**src/rtl/kyber_pkg.sv**
```systemverilog
// Shared Kyber constants and coefficient types used by the modular add/sub datapath.
package kyber_pkg;

    localparam int KYBER_Q = 3329;
    localparam int KYBER_N = 256;
    localparam int COEF_W  = 12;
    localparam int IDX_W   = 8;

    typedef logic [COEF_W-1:0] coef_t;
    typedef logic [IDX_W-1:0]  idx_t;

    // A 12-bit value is below 2Q, so one conditional subtraction fully reduces it.
    function automatic coef_t reduce_once(input coef_t x);
        coef_t q_c;
        q_c = COEF_W'(KYBER_Q);
        return (x >= q_c) ? (x - q_c) : x;
    endfunction

endpackage

```
**src/rtl/poly_mod_sub_stream_if.sv**
```systemverilog
// Stream bundle for the coefficient subtractor: input pair channel and result channel.
interface poly_mod_sub_stream_if;
    import kyber_pkg::*;

    logic  in_valid;
    logic  in_ready;
    coef_t in_a;
    coef_t in_b;
    logic  out_valid;
    logic  out_ready;
    coef_t out_c;
    idx_t  out_idx;
    logic  out_last;

    modport slave (
        input  in_valid, in_a, in_b, out_ready,
        output in_ready, out_valid, out_c, out_idx, out_last
    );

    modport master (
        output in_valid, in_a, in_b, out_ready,
        input  in_ready, out_valid, out_c, out_idx, out_last
    );

endinterface

```
**src/rtl/mod_q_sub_core.sv**
```systemverilog
// Combinational (a - b) mod Q for operands already reduced into 0..Q-1.
module mod_q_sub_core #(
    parameter int WIDTH = 12,
    parameter int Q     = 3329
) (
    input  logic [WIDTH-1:0] i_a,
    input  logic [WIDTH-1:0] i_b,
    output logic [WIDTH-1:0] o_c
);

    localparam logic [WIDTH:0] Q_EXT = (WIDTH+1)'(Q);

    logic [WIDTH:0] w_diff;
    logic [WIDTH:0] w_wrapped;

    // One extra bit holds the sign of a - b; a negative difference is lifted back by adding Q.
    assign w_diff    = {1'b0, i_a} - {1'b0, i_b};
    assign w_wrapped = w_diff + Q_EXT;
    assign o_c       = w_diff[WIDTH] ? w_wrapped[WIDTH-1:0] : w_diff[WIDTH-1:0];

endmodule

```
**src/rtl/poly_mod_sub_stream.sv**
```systemverilog
// Two-stage streaming (a - b) mod 3329 with coefficient index tagging and last-beat flag.
module poly_mod_sub_stream
    import kyber_pkg::*;
(
    input logic                  clk,
    input logic                  rst,
    poly_mod_sub_stream_if.slave bus
);

    logic  w_advance;
    logic  w_in_fire;
    coef_t w_a_red;
    coef_t w_b_red;
    coef_t w_c;

    logic  r_s1_valid;
    coef_t r_s1_a;
    coef_t r_s1_b;
    idx_t  r_s1_idx;
    idx_t  r_in_idx;

    logic  r_out_valid;
    coef_t r_out_c;
    idx_t  r_out_idx;
    logic  r_out_last;

    assign w_advance = !r_out_valid || bus.out_ready;
    assign w_in_fire = bus.in_valid && w_advance;
    assign w_a_red   = reduce_once(bus.in_a);
    assign w_b_red   = reduce_once(bus.in_b);

    assign bus.in_ready  = w_advance;
    assign bus.out_valid = r_out_valid;
    assign bus.out_c     = r_out_c;
    assign bus.out_idx   = r_out_idx;
    assign bus.out_last  = r_out_last;

    mod_q_sub_core #(
        .WIDTH (COEF_W),
        .Q     (KYBER_Q)
    ) u_core (
        .i_a (r_s1_a),
        .i_b (r_s1_b),
        .o_c (w_c)
    );

    // Stage 1: reduce the accepted pair, tag it with the running index, and step the index.
    always_ff @(posedge clk) begin
        if (rst) begin
            r_s1_valid <= 1'b0;
            r_s1_a     <= '0;
            r_s1_b     <= '0;
            r_s1_idx   <= '0;
            r_in_idx   <= '0;
        end else if (w_advance) begin
            r_s1_valid <= bus.in_valid;
            if (w_in_fire) begin
                r_s1_a   <= w_a_red;
                r_s1_b   <= w_b_red;
                r_s1_idx <= r_in_idx;
                r_in_idx <= r_in_idx + IDX_W'(1);
            end
        end
    end

    // Stage 2: register the subtraction result; everything holds while the consumer stalls.
    always_ff @(posedge clk) begin
        if (rst) begin
            r_out_valid <= 1'b0;
            r_out_c     <= '0;
            r_out_idx   <= '0;
            r_out_last  <= 1'b0;
        end else if (w_advance) begin
            r_out_valid <= r_s1_valid;
            if (r_s1_valid) begin
                r_out_c    <= w_c;
                r_out_idx  <= r_s1_idx;
                r_out_last <= (r_s1_idx == IDX_W'(KYBER_N - 1));
            end
        end
    end

endmodule

```
**src/flat_wrapper.sv**
```systemverilog
// flat-port wrapper written by rule: the top's interface ports become plain ports
module poly_mod_sub_stream_flat import kyber_pkg::*;
  (clk, rst, bus_in_valid, bus_in_a, bus_in_b, bus_out_ready, bus_in_ready, bus_out_valid, bus_out_c, bus_out_idx, bus_out_last);
  poly_mod_sub_stream_if bus_i ();
  input logic clk;
  input logic rst;
  input wire logic [$bits(bus_i.in_valid)-1:0] bus_in_valid;
  input wire logic [$bits(bus_i.in_a)-1:0] bus_in_a;
  input wire logic [$bits(bus_i.in_b)-1:0] bus_in_b;
  input wire logic [$bits(bus_i.out_ready)-1:0] bus_out_ready;
  output wire logic [$bits(bus_i.in_ready)-1:0] bus_in_ready;
  output wire logic [$bits(bus_i.out_valid)-1:0] bus_out_valid;
  output wire logic [$bits(bus_i.out_c)-1:0] bus_out_c;
  output wire logic [$bits(bus_i.out_idx)-1:0] bus_out_idx;
  output wire logic [$bits(bus_i.out_last)-1:0] bus_out_last;
  assign bus_i.in_valid = bus_in_valid;
  assign bus_i.in_a = bus_in_a;
  assign bus_i.in_b = bus_in_b;
  assign bus_i.out_ready = bus_out_ready;
  assign bus_in_ready = bus_i.in_ready;
  assign bus_out_valid = bus_i.out_valid;
  assign bus_out_c = bus_i.out_c;
  assign bus_out_idx = bus_i.out_idx;
  assign bus_out_last = bus_i.out_last;
  poly_mod_sub_stream u_core (.clk(clk), .rst(rst), .bus(bus_i));
endmodule
```
**config.mk**
```make
export PLATFORM = sky130hd
export DESIGN_NAME = poly_mod_sub_stream_flat
export DESIGN_NICKNAME = d
export VERILOG_FILES = /design/src/rtl/kyber_pkg.sv /design/src/rtl/poly_mod_sub_stream_if.sv /design/src/rtl/mod_q_sub_core.sv /design/src/rtl/poly_mod_sub_stream.sv /design/src/flat_wrapper.sv
export SDC_FILE = /design/constraint.sdc
export NUM_CORES = 1
export LEC_CHECK = 0
export BUFFER_PORTS_ARGS = -buffer_cell sky130_fd_sc_hd__buf_4
export CAP_MARGIN = 20
export CORE_MARGIN = 10
export CORE_UTILIZATION = 58
export CTS_CLUSTER_SIZE = 12
export DETAILED_ROUTE_END_ITERATION = 10
export PLACE_DENSITY = 0.78
export SKIP_LAST_GASP = 1
export SLEW_MARGIN = 5
export SYNTH_ARGS = -nofsm -noshare
export SYNTH_HDL_FRONTEND = slang
export SYNTH_SLANG_ARGS = --single-unit
```
**constraint.sdc**
```tcl
create_clock -name clk -period 3.53 [get_ports clk]
set_input_delay 0.353 -clock clk [delete_from_list [all_inputs] [get_ports clk]]
set_output_delay 0.353 -clock clk [all_outputs]
set_load 0.005 [all_outputs]
```
-- Word level (Yosys, flattened, before mapping)
Index checks and enable logic that the tools add are counted.
- add/subtract/negate cells: 5
- order comparisons: 2
- equality and inequality tests: 1
- multiplexer cells: 3
- reductions and logical operators: 5
- operator list (cell ; number):
    $mux W12 ; 3
    $ge A12 B12 Y1 const B ; 2
    $sub A12 B12 Y12 const B ; 2
    $sub A12 B12 Y13 ; 1
    $add A12 B12 Y12 const B ; 1
    $add A8 B1 Y8 const B ; 1
    $eq A8 B8 Y1 const B ; 1
    $reduce_and A2 Y1 ; 2
    $logic_and A1 B1 Y1 ; 1
    $logic_not A1 Y1 ; 1
    $logic_or A1 B1 Y1 ; 1
- flip-flop bits (word level): 63
- bits of input ports: 28
- output and inout bits: 23
- logic and storage cells: 25

-- Depth between registers and ports, before layout
- depth after elaboration: 4
- mapped depth: 12
- gate-level depth less buffers: 11

-- By module
From an unflattened synthesis, not the netlist that was laid out.
- cells, all modules: 473
- area, all modules: 3687.3 sq um
- by module, submodules not included (module ; times used ; cells an instance ; area an instance (sq um)):
    poly_mod_sub_stream ; 1 ; 355 ; 2827.7
    mod_q_sub_core ; 1 ; 118 ; 859.6

-- Worst setup path after synthesis
Ideal clock, no wire load.
- kind: reg-to-reg
- from: register u_core.r_s1_a[0]
- to: register u_core.r_out_c[10], in the netlist u_core.bus.out_c[10]
- arrival time: 2.337 ns
- setup slack: 1.059 ns
- stages on the path, launching flop included: 12
- period minus slack after synthesis: 2.471 ns
- path through: dfxtp_1 > inv_1 > ha_1 > inv_1 > fa_1 > a211oi_2 > nor2_1 > xor2_1 > and4_1 > and4_1 > a2111oi_1 > a211oi_1
- cells in the longest elaborated chain, start to end: 3
- RTL lines (what ; line ; RTL):
    start, declared ; poly_mod_sub_stream.sv:17 ; coef_t r_s1_a;
    start signal, assigned ; poly_mod_sub_stream.sv:58 ; r_s1_a <= w_a_red;
    $sub A12 B12 Y13 (*) ; mod_q_sub_core.sv:17 ; assign w_diff = {1'b0, i_a} - {1'b0, i_b};
    $add A12 B12 Y12 ; mod_q_sub_core.sv:18 ; assign w_wrapped = w_diff + Q_EXT;
    $mux W12 (*) ; mod_q_sub_core.sv:19 ; assign o_c = w_diff[WIDTH] ? w_wrapped[WIDTH-1:0] : w_diff[WIDTH-1:0];
    end signal, assigned ; poly_mod_sub_stream.sv:76 ; r_out_c <= w_c;
    end, declared ; poly_mod_sub_stream.sv:23 ; coef_t r_out_c;
Mark *: on every way between the ends. The rest lies on a longest branch, timed or not.
A chain may end at the register's enable or synchronous reset.

-- Final worst setup path
- from: register u_core.r_s1_a[0]
- to: register u_core.r_out_c[11], in the netlist u_core.bus.out_c[11]
Same word-level chain as after synthesis.

==> impl_metrics.yaml <==
floorplanning:
  core_area_um2: 5990
  die_y_um: 98.9
  start_util_pct: 60.2
  ios: 51
  rows: 28
  die_area_um2: 9770
  fp.dieW_um: 98.9
sta:
  slew_headroom_pct: 56.5
  tns_ns: 0
  worstMarginPinSlew_ns: 0.653
  post-route-min-period_ns: 2.66
  setup_viol: 0
  rsz0062_at_grt: "false"
  finalHoldViolations: 0
  finalCritPeriodShare_pct: 75.5
  timing.fmax_mhz: 375
  slew_viol_final: 0
  clock-skew-final_ns: 0.00600
global_routing:
  grt_antenna_before_repair: 0
  grt.total_usage_pct: 16.3
  grt_pass1_vias: 3000
  grt_max_degree: 65
  grt_overflow: 0
  grt_pass1_wl_um: 13500
clock_network:
  cts-root-buf: "clkbuf_8"
  cts_resized: 0
  clkSlewWorstSetupHoldPaths_ns: 0.07
  cts_hold_buffers: 0
  tritoncts: "yes"
  ctsHtreeMaxLevel: 3
  cts.sinks: 63
  clk_path_buf_depth: 2
  numCtsBuffers: 9
  postCtsSetupRepairBufs: 0
  worstSkewPairLatency_ns: 0.35
synth:
  syn-num-nets: 494
  synth_ff_type: "dfxtp_1"
  synth_edf_count: 0
  synth_cell_type_count: 53
  ys_warn_count: 0
  synth_seq_cells: 63
  syn_inst: 447
  ys_seq_area_share_pct: 35.0
  syn_area_um2: 3610
  post_synth.cell_area_avg_um2: 8.07
  async_flop_share_pct: 0
run_status:
  outcome: "complete, no violations"
pwr:
  totalPowerFinal_w: 0.00194
  power_leakage_nw: 1.64
  p_per_area_nw_per_um2: 461
  ir_drop_mv: 0.285
layout:
  fillCellCount: 492
  fin_cells: 568
  multi_input_area_um2: 2170
  drive_above_1_share_pct: 16.0
  antenna_cells: 0
  regArea_um2: 1260
  area_growth_pct: 16.6
  nets: 535
drt:
  route.vias.total: 3190
  finalWirelength_um: 7940
  drtAntennaViolNets: 0
  vias_per_cell: 5.62
  first_pass_iters: 4
  drt_iter0_markers: 136
  wire_per_inst_um: 14.0
  drcViolationCount: 0
setup_path:
  worst-path-max-fanout: 3
  r2r_setup_slack_ns: 0.87
  start_kind: "register"
  arrival_ns: 2.89
  critPathKind: "register to register"
  worstPathRequired_ns: 3.76
  worst_setup_path_end_kind: "register"
placement:
  gp_congestion: 0.816
  numPortBuffers: 50
  dpl.hpwl_um: 6050
  place_inst: 552
worst_hold_path:
  hp-class: "input port to register"
job:
  maxCapViolations: 0
through the flow:
step           util, %  hold slack, ns  area [um2]  setup slack (ns)
2_1_floorplan        -           0.432        3610              1.06
3_3_place_gp      66.9           0.441        4010             0.948
3_5_place_dp      66.9           0.444        4010             0.872
4_1_cts           70.2           0.290        4200             0.865
5_1_grt           70.2           0.321        4200             0.570
6_report          70.2           0.301        4200             0.866
layout make-up:
class	count	area share, %
Multi-Input combinational cell	338	51.6
Sequential cell	63	30.0
Timing Repair Buffer	52	9.29
Clock buffer	11	3.36
Tap cell	75	2.23
Inverter	24	2.14
Clock inverter	5	1.34
final timing paths:
check,from,to,depth (start not counted)
setup / recovery,u_core.r_s1_a[0]$_SDFFE_PP0P_,u_core.bus.out_c[11]$_SDFFE_PP0P_,11
hold / removal,bus_in_b[8],u_core.r_s1_b[8]$_SDFFE_PP0P_,3
setup reg to reg,u_core.r_s1_a[0]$_SDFFE_PP0P_,u_core.bus.out_c[11]$_SDFFE_PP0P_,11
hold reg to reg,u_core.bus.out_idx[2]$_SDFFE_PP0P_,u_core.bus.out_idx[2]$_SDFFE_PP0P_,2
metal layers:
layer | part of all wire, % | routed length [um] | vias to the layer above | GRT usage [%]
met2 | 45 | 3560 | 84 | 24.7
met3 | 6.2 | 493 | 14 | 4.05
met5 | 0 | 0 | - | 0
met1 | 47 | 3700 | 1421 | 20.8
met4 | 2.4 | 190 | 0 | 8.38
li1 | - | - | 1671 | -
state kept, by name, indices dropped and copies added (netlist names):
| signal | flops |
|---|---|
| u_core.r_s1_a | 12 |
| u_core.bus.out_idx | 8 |
| u_core.r_in_idx | 8 |
| u_core.r_s1_valid | 1 |
| u_core.bus.out_last | 1 |
| u_core.bus.out_c | 12 |
| u_core.r_s1_b | 12 |
| u_core.r_s1_idx | 8 |
| u_core.bus.out_valid | 1 |
critical path, stage by stage (launching register included):
cell and delay [ns]:
dfxtp_1 0.31, inv_1 0.05, ha_1 0.15, inv_1 0.05, fa_1 0.44, a211oi_2 0.29
o21ai_1 0.16, a41oi_1 0.26, xor2_1 0.26, o211ai_1 0.16, nor4_1 0.35, nor3b_2 0.07
logic make-up (layout without fill, tap and decap cells):
family                   after synthesis  in the layout  share of synthesized area (%)
AO/OA/AOI/OAI                        116            116                           21.8
flip-flops                            63             63                           35.0
multiplexers                           1              1                          0.312
adder cells (fa/ha/maj)               19             19                           6.80
XOR/XNOR                              40             40                           9.72
buffers and inverters                 46             92                           4.86
AND/OR/NAND/NOR                      162            162                           21.5
layout by cell type (no fill, tap or decap), drive strengths merged, types with 11 or more instances in the layout:
| cell | n |
|---|---|
| inv | 25 |
| a21oi | 39 |
| ha | 18 |
| nand2 | 63 |
| buf | 52 |
| o21ai | 12 |
| nor2 | 42 |
| clkbuf | 11 |
| xor2 | 19 |
| xnor2 | 21 |
| dfxtp | 63 |
| a211oi | 24 |
Yosys cell counts, types with 2 or more instances:
cell type,instances,area share [%]
o31ai_1,3,0.62
nor3_1,9,1.2
nand3b_1,2,0.42
buf_2,2,0.28
a41o_1,3,0.83
o21ai_0,8,1.1
o21a_1,3,0.62
xnor2_1,21,5.1
nand3_1,8,1.1
nand4_1,9,1.6
o21bai_1,3,0.62
o2111ai_1,3,0.73
a211oi_1,23,4.8
a21oi_1,39,5.4
and3_1,2,0.35
and4_1,3,0.73
a41oi_1,4,0.97
ha_1,18,6.2
a311oi_1,2,0.49
inv_1,24,2.5
clkbuf_1,18,1.9
and2_1,3,0.52
nand2b_1,3,0.52
buf_1,2,0.21
o211ai_1,5,1.0
nor2_1,42,4.4
or3_1,3,0.52
nor4_2,3,1.0
a21o_1,4,0.83
nand2_1,63,6.6
nor2b_1,2,0.35
a31oi_1,4,0.69
o21ai_1,3,0.42
xor2_1,19,4.6
nor4_1,4,0.69
dfxtp_1,63,35
where the power goes:
group	switching, W	total [W]	internal, W
clock network	0.000291	0.000637	0.000345
logic	0.000297	0.000526	0.000228
registers	0.0000231	0.000774	0.000751
Note: power is estimated with default switching activity, not from simulation.
